$ cat src/rtl/demux_1para8_8bits_reg_pkg.sv
// Shared constants and helpers for the registered 1-to-8 byte demultiplexer.
// Channel count is fixed at 8, so the select is always 3 bits wide.
package demux_1para8_8bits_reg_pkg;

    localparam int DATA_W   = 8;
    localparam int N_CANAIS = 8;
    localparam int SEL_W    = 3;
    localparam int CNT_W    = 4;   // holds 0..N_CANAIS inclusive

    function automatic logic [CNT_W-1:0] popcount_canais(input logic [N_CANAIS-1:0] v);
        logic [CNT_W-1:0] c;
        c = '0;
        for (int i = 0; i < N_CANAIS; i++) begin
            c = c + {{(CNT_W-1){1'b0}}, v[i]};
        end
        return c;
    endfunction

endpackage

$ cat src/rtl/demux_1para8_8bits_reg_canal.sv
// One output channel: a data register plus a valid flag.
// A write in the same cycle as an ack wins, so the flag stays set.
module registrador_canal_8bits
    import demux_1para8_8bits_reg_pkg::*;
#(
    parameter int WIDTH = DATA_W
) (
    input  logic             clk,
    input  logic             rst_n,
    input  logic             we,
    input  logic             ack,
    input  logic [WIDTH-1:0] d,
    output logic [WIDTH-1:0] q,
    output logic             v
);

    logic [WIDTH-1:0] r_q;
    logic             r_v;

    // NOTE: sequential state uses non-blocking assignments so every register
    // samples pre-edge values and simulation matches the synthesized flops.
    always_ff @(posedge clk or negedge rst_n) begin
        if (!rst_n) begin
            r_q <= '0;
            r_v <= 1'b0;
        end else begin
            if (we) begin
                r_q <= d;
            end
            // Data is kept after an ack; only the flag drops.
            if (we) begin
                r_v <= 1'b1;
            end else if (ack) begin
                r_v <= 1'b0;
            end
        end
    end

    assign q = r_q;
    assign v = r_v;

endmodule

$ cat src/rtl/demux_1para8_8bits_reg.sv
// Registered 1-to-8 demultiplexer: one byte per handshake is latched into the
// channel picked by sel and held there until that channel's consumer acks it.
module demux_1para8_8bits_reg
    import demux_1para8_8bits_reg_pkg::*;
#(
    parameter int WIDTH = DATA_W
) (
    input  logic                clk,
    input  logic                rst_n,
    input  logic [WIDTH-1:0]    in,
    input  logic [SEL_W-1:0]    sel,
    input  logic                in_valid,
    output logic                in_ready,
    output logic [WIDTH-1:0]    out0,
    output logic [WIDTH-1:0]    out1,
    output logic [WIDTH-1:0]    out2,
    output logic [WIDTH-1:0]    out3,
    output logic [WIDTH-1:0]    out4,
    output logic [WIDTH-1:0]    out5,
    output logic [WIDTH-1:0]    out6,
    output logic [WIDTH-1:0]    out7,
    output logic [N_CANAIS-1:0] out_valid,
    input  logic [N_CANAIS-1:0] out_ack,
    output logic [CNT_W-1:0]    ocupados
);

    logic [WIDTH-1:0]    w_q [N_CANAIS];
    logic [N_CANAIS-1:0] w_valid;
    logic [N_CANAIS-1:0] w_we;
    logic [N_CANAIS-1:0] w_valid_next;
    logic                w_in_ready;
    logic [CNT_W-1:0]    r_ocupados;

    // A full channel can still accept if it is being drained this same cycle.
    assign w_in_ready = ~w_valid[sel] | out_ack[sel];

    // NOTE: the default assignment before the conditional keeps this purely
    // combinational; without it, w_we would infer a latch.
    always_comb begin
        w_we = '0;
        if (in_valid && w_in_ready) begin
            w_we[sel] = 1'b1;
        end
    end

    for (genvar k = 0; k < N_CANAIS; k++) begin : g_canal
        registrador_canal_8bits #(
            .WIDTH (WIDTH)
        ) u_canal (
            .clk   (clk),
            .rst_n (rst_n),
            .we    (w_we[k]),
            .ack   (out_ack[k]),
            .d     (in),
            .q     (w_q[k]),
            .v     (w_valid[k])
        );
    end

    // Mirrors the channel flag rule so the count lands in the same cycle as the flags.
    assign w_valid_next = w_we | (w_valid & ~out_ack);

    always_ff @(posedge clk or negedge rst_n) begin
        if (!rst_n) begin
            r_ocupados <= '0;
        end else begin
            r_ocupados <= popcount_canais(w_valid_next);
        end
    end

    assign in_ready  = w_in_ready;
    assign out_valid = w_valid;
    assign ocupados  = r_ocupados;

    assign out0 = w_q[0];
    assign out1 = w_q[1];
    assign out2 = w_q[2];
    assign out3 = w_q[3];
    assign out4 = w_q[4];
    assign out5 = w_q[5];
    assign out6 = w_q[6];
    assign out7 = w_q[7];

endmodule

$ cat config.mk
export PLATFORM = sky130hd
export DESIGN_NAME = demux_1para8_8bits_reg
export DESIGN_NICKNAME = d
export VERILOG_FILES = /design/src/rtl/demux_1para8_8bits_reg_pkg.sv /design/src/rtl/demux_1para8_8bits_reg_canal.sv /design/src/rtl/demux_1para8_8bits_reg.sv
export SDC_FILE = /design/constraint.sdc
export NUM_CORES = 1
export LEC_CHECK = 0
export ABC_CLOCK_PERIOD_IN_PS = 9800
export CAP_MARGIN = 10
export CORE_MARGIN = 1.5
export CORE_UTILIZATION = 37
export DETAILED_ROUTE_END_ITERATION = 6
export GPL_ROUTABILITY_DRIVEN = 0
export SYNTH_ARGS = -nofsm -noshare
export SYNTH_HDL_FRONTEND = slang
export SYNTH_HIERARCHICAL = 1
export SYNTH_SLANG_ARGS = --single-unit
$ cat constraint.sdc
create_clock -name clk -period 9.8 [get_ports clk]
set_clock_uncertainty 0.05 [all_clocks]
set_input_delay 1.47 -clock clk [delete_from_list [all_inputs] [get_ports clk]]
set_output_delay 1.47 -clock clk [all_outputs]
set_load 0.005 [all_outputs]
# Word level (Yosys, flattened, before mapping)
# Index checks and enable logic that the tools add are counted.
word_totals:
  wordCells: 64
  register_bits: 76
  out_inout_bits: 77
  in_bits: 22
op_classes:
  addsub: 7
  order_cmp: 2
  bitwise_logic: 5
  n_reduce_logical: 10
  n_mux: 23
ops:
  columns: ["operator", "count"]
  rows:
  - ["two-way mux 1 bit", 19]
  - ["adder 4 x 1 -> 4 bit", 4]
  - ["nonzero test 2 bit", 8]
  - ["bitwise AND 8 bit", 1]
  - ["two-way mux 8 bit", 1]
  - ["inverter 8 bit", 1]
  - ["OR 8 bit", 1]
  - ["binary-select mux 1 bit (select 3 bit)", 2]
  - ["adder 3 x 1 -> 4 bit", 1]
  - ["less-than comparator 3 x 4 -> 1 bit, second input constant", 1]
  - ["adder 2 x 1 -> 3 bit", 1]
  - ["demux 1 bit (select 3 bit)", 1]
  - [">= comparator 3 x 1 -> 1 bit, second input constant", 1]
  - ["adder 1 x 1 -> 2 bit", 1]
  - ["logical AND 1 bit", 2]
  - ["inverter 1 bit", 1]
  - ["OR 1 bit", 1]

# Logic depth before layout (Yosys ltp)
# Gate-level depths: netlist of run 1.
depth:
  ltp_word: 14
  mapped_depth: 15
  depth_no_buf: 13

# Modules after synthesis
# Netlist of run 1, hierarchy kept.
modules_own_cells:
  columns: ["mod", "area_each_um2", "cells_each", "n_inst"]
  rows:
  - ["registrador_canal_8bits", 369.1, 20, 8]
  - ["demux_1para8_8bits_reg", 670.6, 72, 1]

# Worst setup path after synthesis of run 1
# OpenSTA, ideal clock, no wires.
synth_path:
  path_type: "in2reg"
  startpoint: "in sel[2]"
  endpoint: "reg r_ocupados[2] (netlist: ocupados[2])"
  path_stages: 15
  setup_ps: 123
  t_arrival_ps: 4943
  required_ps: 9627
  path_slack_ps: 4684
  cell_sequence: "buf_6 -> or2_1 -> buf_6 -> o32ai_2 -> a21oi_2 -> a32oi_4 -> o22ai_1 -> fa_1 -> inv_1 -> fa_1 -> fa_1 -> inv_1 -> ha_1 -> fa_1 -> xor2_1"
synth_via:
  elab_chain_cells: 14
  word_cells_on_any_way: 21
synth_lines:
  columns: ["item", "line_no", "text"]
  rows:
  - ["start: declaration", "demux_1para8_8bits_reg.sv:11", "input logic [SEL_W-1:0] sel,"]
  - ["parallel branches: the longest is 5 deep, another holds less-than comparator 3 x 4 -> 1 bit", null, null]
  - ["two-way mux 8 bit (*)", "demux_1para8_8bits_reg.sv:41", "if (in_valid && w_in_ready) begin"]
  - ["OR 8 bit (*)", "demux_1para8_8bits_reg.sv:61", "assign w_valid_next = w_we | (w_valid & ~out_ack);"]
  - ["adder 1 x 1 -> 2 bit", "demux_1para8_8bits_reg_pkg.sv:14", "c = c + {{(CNT_W-1){1'b0}}, v[i]};"]
  - ["adder 2 x 1 -> 3 bit", "demux_1para8_8bits_reg_pkg.sv:14", null]
  - ["adder 3 x 1 -> 4 bit", "demux_1para8_8bits_reg_pkg.sv:14", null]
  - ["adder 4 x 1 -> 4 bit (3 in series)", "demux_1para8_8bits_reg_pkg.sv:14", null]
  - ["adder 4 x 1 -> 4 bit (*)", "demux_1para8_8bits_reg_pkg.sv:14", null]
  - ["end signal: assignment", "demux_1para8_8bits_reg.sv:67", "r_ocupados <= popcount_canais(w_valid_next);"]
  - ["end: declaration", "demux_1para8_8bits_reg.sv:32", "logic [CNT_W-1:0] r_ocupados;"]
# Every way passes the cells marked *. The select of a mux whose other input is x is not followed.
# A chain may end at the register's enable or synchronous reset.

# Worst setup path after layout of run 1
layout_path:
  startpoint: "in sel[0]"
  endpoint: "reg r_ocupados[2] (netlist: ocupados[2])"
# The elaborated chain is that of the path after synthesis.

==> results of run 1 <==
==> state kept, by name, summed over array words and instances (netlist names) <==
signal	cells
g_canal.u_canal/q	64
g_canal.u_canal/v	8
ocupados	4
==> cell type report <==
class                      count  area share
multi-input combinational    124       0.311
clock buffer                   9      0.0253
timing repair buffer         106       0.212
inverter                      21      0.0161
tap                          129      0.0330
clock inverter                 6      0.0133
sequential                    76       0.389
==> how the worst max path moves through the flow <==
stage | start | end | cells after the start
after floorplan | sel[2] | ocupados[2] | 15
after global routing | sel[0] | ocupados[2] | 14
after global placement | sel[0] | ocupados[2] | 14
after detailed placement | sel[0] | ocupados[2] | 14
after CTS | sel[0] | ocupados[2] | 14
final | sel[0] | ocupados[2] | 14
==> routing by layer <==
metal  GRT usage  routed length, um
met1       0.232               3820
met2       0.255               3770
met4      0.0632                125
met3      0.0342                424
met5           0                  0
==> cell families after synthesis <==
group	Yosys count	share of synthesized area
buf+inv	32	0.0559
xor+xnor	1	0.00242
flops	76	0.525
mux	72	0.287
fa+ha+maj	7	0.0325
simple gates	20	0.0252
compound gates	24	0.0718
==> where the power goes <==
group          leakage [nW]  internal, mW  switching, mW  total (mW)
Combinational          1.21         0.237         0.0926       0.330
Clock                0.0955         0.117          0.116       0.233
Sequential            0.927         0.389         0.0466       0.436
Total                  2.23         0.743          0.255       0.998
==> synthesized netlist by cell type (2+ instances only) <==
cell / number / area [sq um]
sky130_fd_sc_hd__nor2b_1: 2 / 12.5
sky130_fd_sc_hd__o22ai_1: 4 / 25.0
sky130_fd_sc_hd__ha_1: 3 / 37.5
sky130_fd_sc_hd__fa_1: 4 / 80.1
sky130_fd_sc_hd__inv_1: 21 / 78.8
sky130_fd_sc_hd__mux2i_1: 8 / 80.1
sky130_fd_sc_hd__a2bb2oi_1: 2 / 17.5
sky130_fd_sc_hd__a2bb2oi_2: 2 / 30.0
sky130_fd_sc_hd__dfrtp_1: 76 / 1900
sky130_fd_sc_hd__buf_6: 11 / 124
sky130_fd_sc_hd__nor2_1: 10 / 37.5
sky130_fd_sc_hd__nand2_1: 5 / 18.8
sky130_fd_sc_hd__a21o_2: 9 / 78.8
sky130_fd_sc_hd__mux2_4: 64 / 961
==> results summary, run 1 <==
The net count after synthesis came out at 261. The die covers 10400 sq um. The via count of the first global-routing pass is 2299. The first-pass iteration count of the detailed router came out at 4. The worst path in the final design needs a cycle of 5.71 ns, including I/O delays and setup. The period utilization is 0.583. The via density per instance came out at 4.69. Among all stages on the critical path, the largest delay is contributed by sky130_fd_sc_hd__clkdlybuf4s50_1. The number of antenna violations at the first check in global routing came out at 0. The proportion of synthesized flip-flops having asynchronous set or reset is 1.00. The slew at the pin closest to its max-slew limit came out at 0.952 ns. The final setup TNS is 0 ns. The detail route stage leaves a number of antenna-violating nets equal to 0. The insertion delay to the later sink of the worst-skew pair is 0.33 ns. The buffers inserted during post-CTS setup optimization is 0. The worst setup path is captured at a flop. Once the clock tree was built, the resizer swapped 0 gates to a different size.

The achievable clock frequency came out at 175 MHz. The deepest clock path buffer count is 2. The register area came out at 1900 sq um. Buffers inserted to repair hold after CTS numbered 0. In this run, the number of DRC markers left after iteration 0 of detailed routing was 86. After detailed placement, the total cell area comes to 4700 sq um.

The least setup slack across all paths after layout came out at 4.09 ns. The critical path in this run is classified as primary input to flop. The worst min-delay path category is flop to flop. The total DRC errors in the routed layout came out at 0. The average cell area after synthesis came out at 15.6 sq um. The estimated wirelength of the detail-placed design came out at 5.60 mm. The count of distinct cell types in the synthesized netlist is 25.

At the end of the flow, the number of nets in the layout was 367. The required time reported for the critical path endpoint is 9.97 ns. The final design area excluding fillers is 4890 sq um. The routed length per instance is 17.3 um.

The first global-routing pass estimated 12.8 mm of wire. The initialized floorplan defines 35 standard-cell rows. The combined buffer and inverter count along the critical path came out at 3. The static leakage came out at 2.23 nW. The number of sinks handled by clock tree synthesis is 76. Setup slack on the worst reg-to-reg path comes out at 5.76 ns.

The max-cap violation count came out at 0. The H-tree depth is 3. The element type at the critical path start is a primary input. The fraction of the yosys area taken by sequential cells came out at 0.525. Along the worst hold path, the cell count comes to 1. The total routing usage reported by global routing is 0.166. The root buffer cell chosen for the clock tree is sky130_fd_sc_hd__clkbuf_8. The standard cell core area is 9370 sq um. The most used flip-flop cell after synthesis is sky130_fd_sc_hd__dfrtp_1.

Hold is met by 0.462 ns. The total number of vias came out at 2211. The endpoint identified for the worst register-to-register timing path is ocupados[2].

During placement, the flow inserted port buffers numbering 98. The non-filler instance count after layout is 471. The signal on the critical path passes through clkdlybuf4s50_1 > mux2i_1 > o22a_1 > o221ai_4 > a32oi_4 > o22ai_1 > fa_1 > inv_1 > fa_1 > fa_1 > inv_1 > ha_1 > fa_1 > xor2_1. The worst-case IR drop observed on VDD is 0.0875 mV. Setup repair after global routing left no endpoint under its margin. The worst-case hold path end point is g_canal[2].u_canal/q[2]. The fill cell total of the finished layout came out at 857.

Synthesis produced 232 cells. The starting density of the core came out at 0.387. Counting stages on the worst path, the most repeated cell is sky130_fd_sc_hd__fa_1. The design draws 998 uW.

The library cells used most frequently in the layout, excluding fill and tap cells, are sky130_fd_sc_hd__clkdlybuf4s50_1, sky130_fd_sc_hd__dfrtp_1, sky130_fd_sc_hd__mux2_4. The number of register bits inferred by synthesis is 76. The count of warnings emitted by yosys is 6. STA puts the critical path data arrival time at 5.89 ns. Once layout is complete, the utilization of the core stands at 0.522. The synthesized netlist occupies a cell area of 3620 sq um. Once placement completed, the tool counted placed cells totaling 456. Grouping stages by cell kind, the critical path spends the most delay in adder cells. The startpoint identified for the worst hold timing path is g_canal[2].u_canal/q[2]. The fraction of layout cells with a size suffix above 1 is 0.307. The number of antenna diodes came out at 0. The critical path's largest stage delay is 0.85 ns. The total area of multi-input combinational cells is 1520 sq um. The worst slack at placement is 3.76 ns. Of all nets on the critical path, the largest fanout is 12. The number of top-level pins came out at 99.

The clock transition at the registers of the reported paths came out at 0.08 ns. The synthesis-to-finish area growth is 34.9%. The number of clock buffers inserted by TritonCTS came out at 9. The max-slew headroom at the worst pin is 0.365. The most common cell after layout, fill and taps aside is sky130_fd_sc_hd__clkdlybuf4s50_1. Wires add up to 8.15 mm. The hold violation total from the final report came to 0. TritonCTS built the clock tree. The height of the die came out at 102 um. The number of cells traversed by the worst register-to-register path is 13. The number of setup violations in the final report came out at 0.

The die span in x is 102 um. The startpoint of the worst-slack reg-to-reg timing path is g_canal[0].u_canal/v. In this run, synthesis inferred 0 flip-flops with an integrated enable. The total grt overflow is 0. Entering global routing, the biggest net connects 77 pins. The flow ran to the end, and the final reports show no timing, DRC or antenna violations.

The cell area power density came out at 204 nW/um^2. The number of max-slew violations in the final report is 0.
Note: power is estimated with default switching activity, not from simulation.
==> inputs of run 2 (changes only) <==
--- a/config.mk
+++ b/config.mk
@@ -5,7 +5,7 @@
 export SDC_FILE = /design/constraint.sdc
 export NUM_CORES = 1
 export LEC_CHECK = 0
-export ABC_CLOCK_PERIOD_IN_PS = 9800
+export ABC_CLOCK_PERIOD_IN_PS = 5620
 export CAP_MARGIN = 10
 export CORE_MARGIN = 1.5
 export CORE_UTILIZATION = 37
==> constraint.sdc (replaced) <==
create_clock -name clk -period 5.62 [get_ports clk]
set_clock_uncertainty 0.05 [all_clocks]
set_input_delay 0.843 -clock clk [delete_from_list [all_inputs] [get_ports clk]]
set_output_delay 0.843 -clock clk [all_outputs]
set_load 0.005 [all_outputs]
==> results summary, run 2 (same netlist as run 1, synthesis figures left out) <==
Setup repair after global routing left no endpoint under its margin. The insertion delay to the later sink of the worst-skew pair is 0.33 ns. After detailed routing, the number of remaining DRC violations is 0. The final design area excluding fillers came out at 4890 sq um. The critical path is of the primary input to flop type.

The least setup slack across all paths after layout came out at 0.632 ns. The worst setup path is launched from a primary input. The first-pass iteration count of the detailed router is 4.

In the final timing run, aggregate negative setup slack is 0 ns. The global-route wire length before repair came out at 13.2 mm. The critical path goes through clkdlybuf4s50_1 > mux2i_1 > o22a_1 > o221ai_4 > a32oi_4 > o22ai_1 > fa_1 > inv_1 > fa_1 > fa_1 > inv_1 > ha_1 > fa_1 > xor2_1. The CTS tree is done. The wire length after detailed routing came out at 8.26 mm. The fill cell total of the finished layout is 857. The H-tree depth is 3.

The routed length on met2 came out at 3.68 mm. 0 antenna diodes ended up in the layout. The max-cap violation count is 0. The kind of cell with the highest combined delay on the critical path is adder cells. Summing over every cut layer, the via total after detailed routing is 2187. The die span in x is 102 um. The number of setup violations in the final report came out at 0. The cell area power density is 356 nW/um^2. The starting density of the core came out at 0.387. The floorplan die area is 10400 sq um. The path class of the tightest hold or removal check is flop to flop.

The number of clock buffers inserted by TritonCTS is 9. The design draws 1.74 mW. The clock transition at the registers of the reported paths is 0.08 ns. The DRC marker count from the first detailed-route iteration is 80. For this run, the slowest stage of the critical path takes 0.69 ns. Entering global routing, the biggest net connects 77 pins. The area after detailed placement is 4710 sq um. The number of max-slew violations in the final report is 0.

The largest fanout of any net on the critical path is 8. The period utilization is 0.888. The detailed router used layers up to and including met4. The arrival time at the worst endpoint is 5.16 ns.

The number of antenna violations at the first check in global routing came out at 0. The sum of met3 wire segment lengths after detailed routing came out at 378 um. The static leakage came out at 2.24 nW.

STA classifies the critical path endpoint as a flop. The total routing usage reported by global routing is 0.169. The estimated wirelength of the detail-placed design is 5.66 mm. The number of flip-flops under the largest register name is 64. The worst supply voltage drop on vdd came out at 0.174 mV.

The via density per instance came out at 4.63. The synthesis-to-finish area growth came out at 35.1%. In this run, post-CTS repair resized a total of 0 instances. The dominant cell type by count on the critical path is sky130_fd_sc_hd__fa_1. The count of standard-cell rows came out at 35.

The achievable clock frequency is 200 MHz. In the final routed layout, each cell accounts on average for 17.5 um. The height of the die is 102 um. The total grt overflow is 0.

The buffer type at the clock tree root is sky130_fd_sc_hd__clkbuf_8. The library cell used most frequently in the layout, excluding fill and tap cells, is sky130_fd_sc_hd__clkdlybuf4s50_1. The slew at the pin closest to its max-slew limit came out at 0.959 ns. The run finished with clean final reports. The deepest clock path buffer count is 2. 99 I/O pins were placed. The total of buffers placed on input and output ports is 98. For the finished layout, the period the worst path requires is 4.99 ns. The required time reported for the critical path endpoint came out at 5.79 ns.

The hold-fix buffer count after cts came out at 0. The largest individual stage delay along the critical path comes from the cell sky130_fd_sc_hd__clkdlybuf4s50_1. The max-slew headroom at the worst pin is 0.361. In the final routing, the length of wire on met1 measures 4.04 mm. Of the cells placed in the final design, the portion with a size suffix greater than 1 is 0.309. The number of buffers and inverters on the critical path is 3.

The hold violation total from the final report was 0. The buffers inserted during post-CTS setup optimization came out at 0. The via count of the first global-routing pass is 2346. The standard cell core area came out at 9370 sq um. The number of sinks handled by clock tree synthesis is 76. The final-stage net count came out at 368.

Leaving out fill and tap cells, the most frequent cells in the layout are sky130_fd_sc_hd__clkdlybuf4s50_1, sky130_fd_sc_hd__dfrtp_1, sky130_fd_sc_hd__mux2_4. The worst slack at placement came out at 0.305 ns. The antenna violation net count after detailed routing is 0.
[run 2: cell count changes in the layout (fill, tap and decap cells not counted), sizes merged]
| cell | delta |
|---|---|
| clkinv | -1 |
| clkinvlp | +1 |
| buf | +1 |
[run 2: stage by stage]
step,utilization,instances,hold WS (ns)
2_1_floorplan,-,232,0.457
3_3_place_gp,0.502,457,0.446
3_5_place_dp,0.502,457,0.441
4_1_cts,0.522,472,0.467
5_1_grt,0.522,472,0.480
6_report,0.522,472,0.463
[run 2: cell type report]
class | count | area (sq um) | area share
clock buffer | 9 | 124 | 0.0253
clock inverter | 6 | 63.8 | 0.0130
inverter | 21 | 78.8 | 0.0161
multi-input combinational | 124 | 1520 | 0.310
sequential | 76 | 1900 | 0.389
tap | 129 | 161 | 0.0330
timing repair buffer | 107 | 1050 | 0.214
[run 2: final timing paths]
path | endpoint | from | slack, ns | cells after the start
max | ocupados[2] | sel[0] | 0.63 | 14
min | g_canal[0].u_canal/q[3] | g_canal[0].u_canal/q[3] | 0.46 | 1
max reg2reg | ocupados[2] | g_canal[0].u_canal/v | 1.59 | 13
min reg2reg | g_canal[0].u_canal/q[3] | g_canal[0].u_canal/q[3] | 0.46 | 1
max in group asynchronous | g_canal[7].u_canal/v | rst_n | 4.30 | 1
min in group asynchronous | g_canal[0].u_canal/q[4] | rst_n | 0.60 | 1
[run 2: layer usage]
metal  track usage  vias to the layer above
met4        0.0632                        0
met3        0.0315                       10
met1         0.246                     1107
li1              -                     1004
met5             0                        -
met2         0.253                       66
[run 2: worst register-to-register path: cells and delay by family (launching register included)]
kind	cells	cell delay [ns]
DFF	1	0.41
and+or+nand+nor	1	0.25
muxes	1	0.16
adders and majority gates	5	2.16
xor gates and xnor gates	1	0.17
AOI/OAI and AO/OA	3	0.63
buffers and inverters	2	0.10
[run 2: power breakdown]
group          switching, mW  internal, mW  leakage [nW]
sequential            0.0816         0.678         0.927
combinational          0.163         0.414          1.22
clock                  0.205         0.203        0.0915
total                  0.450          1.30          2.24
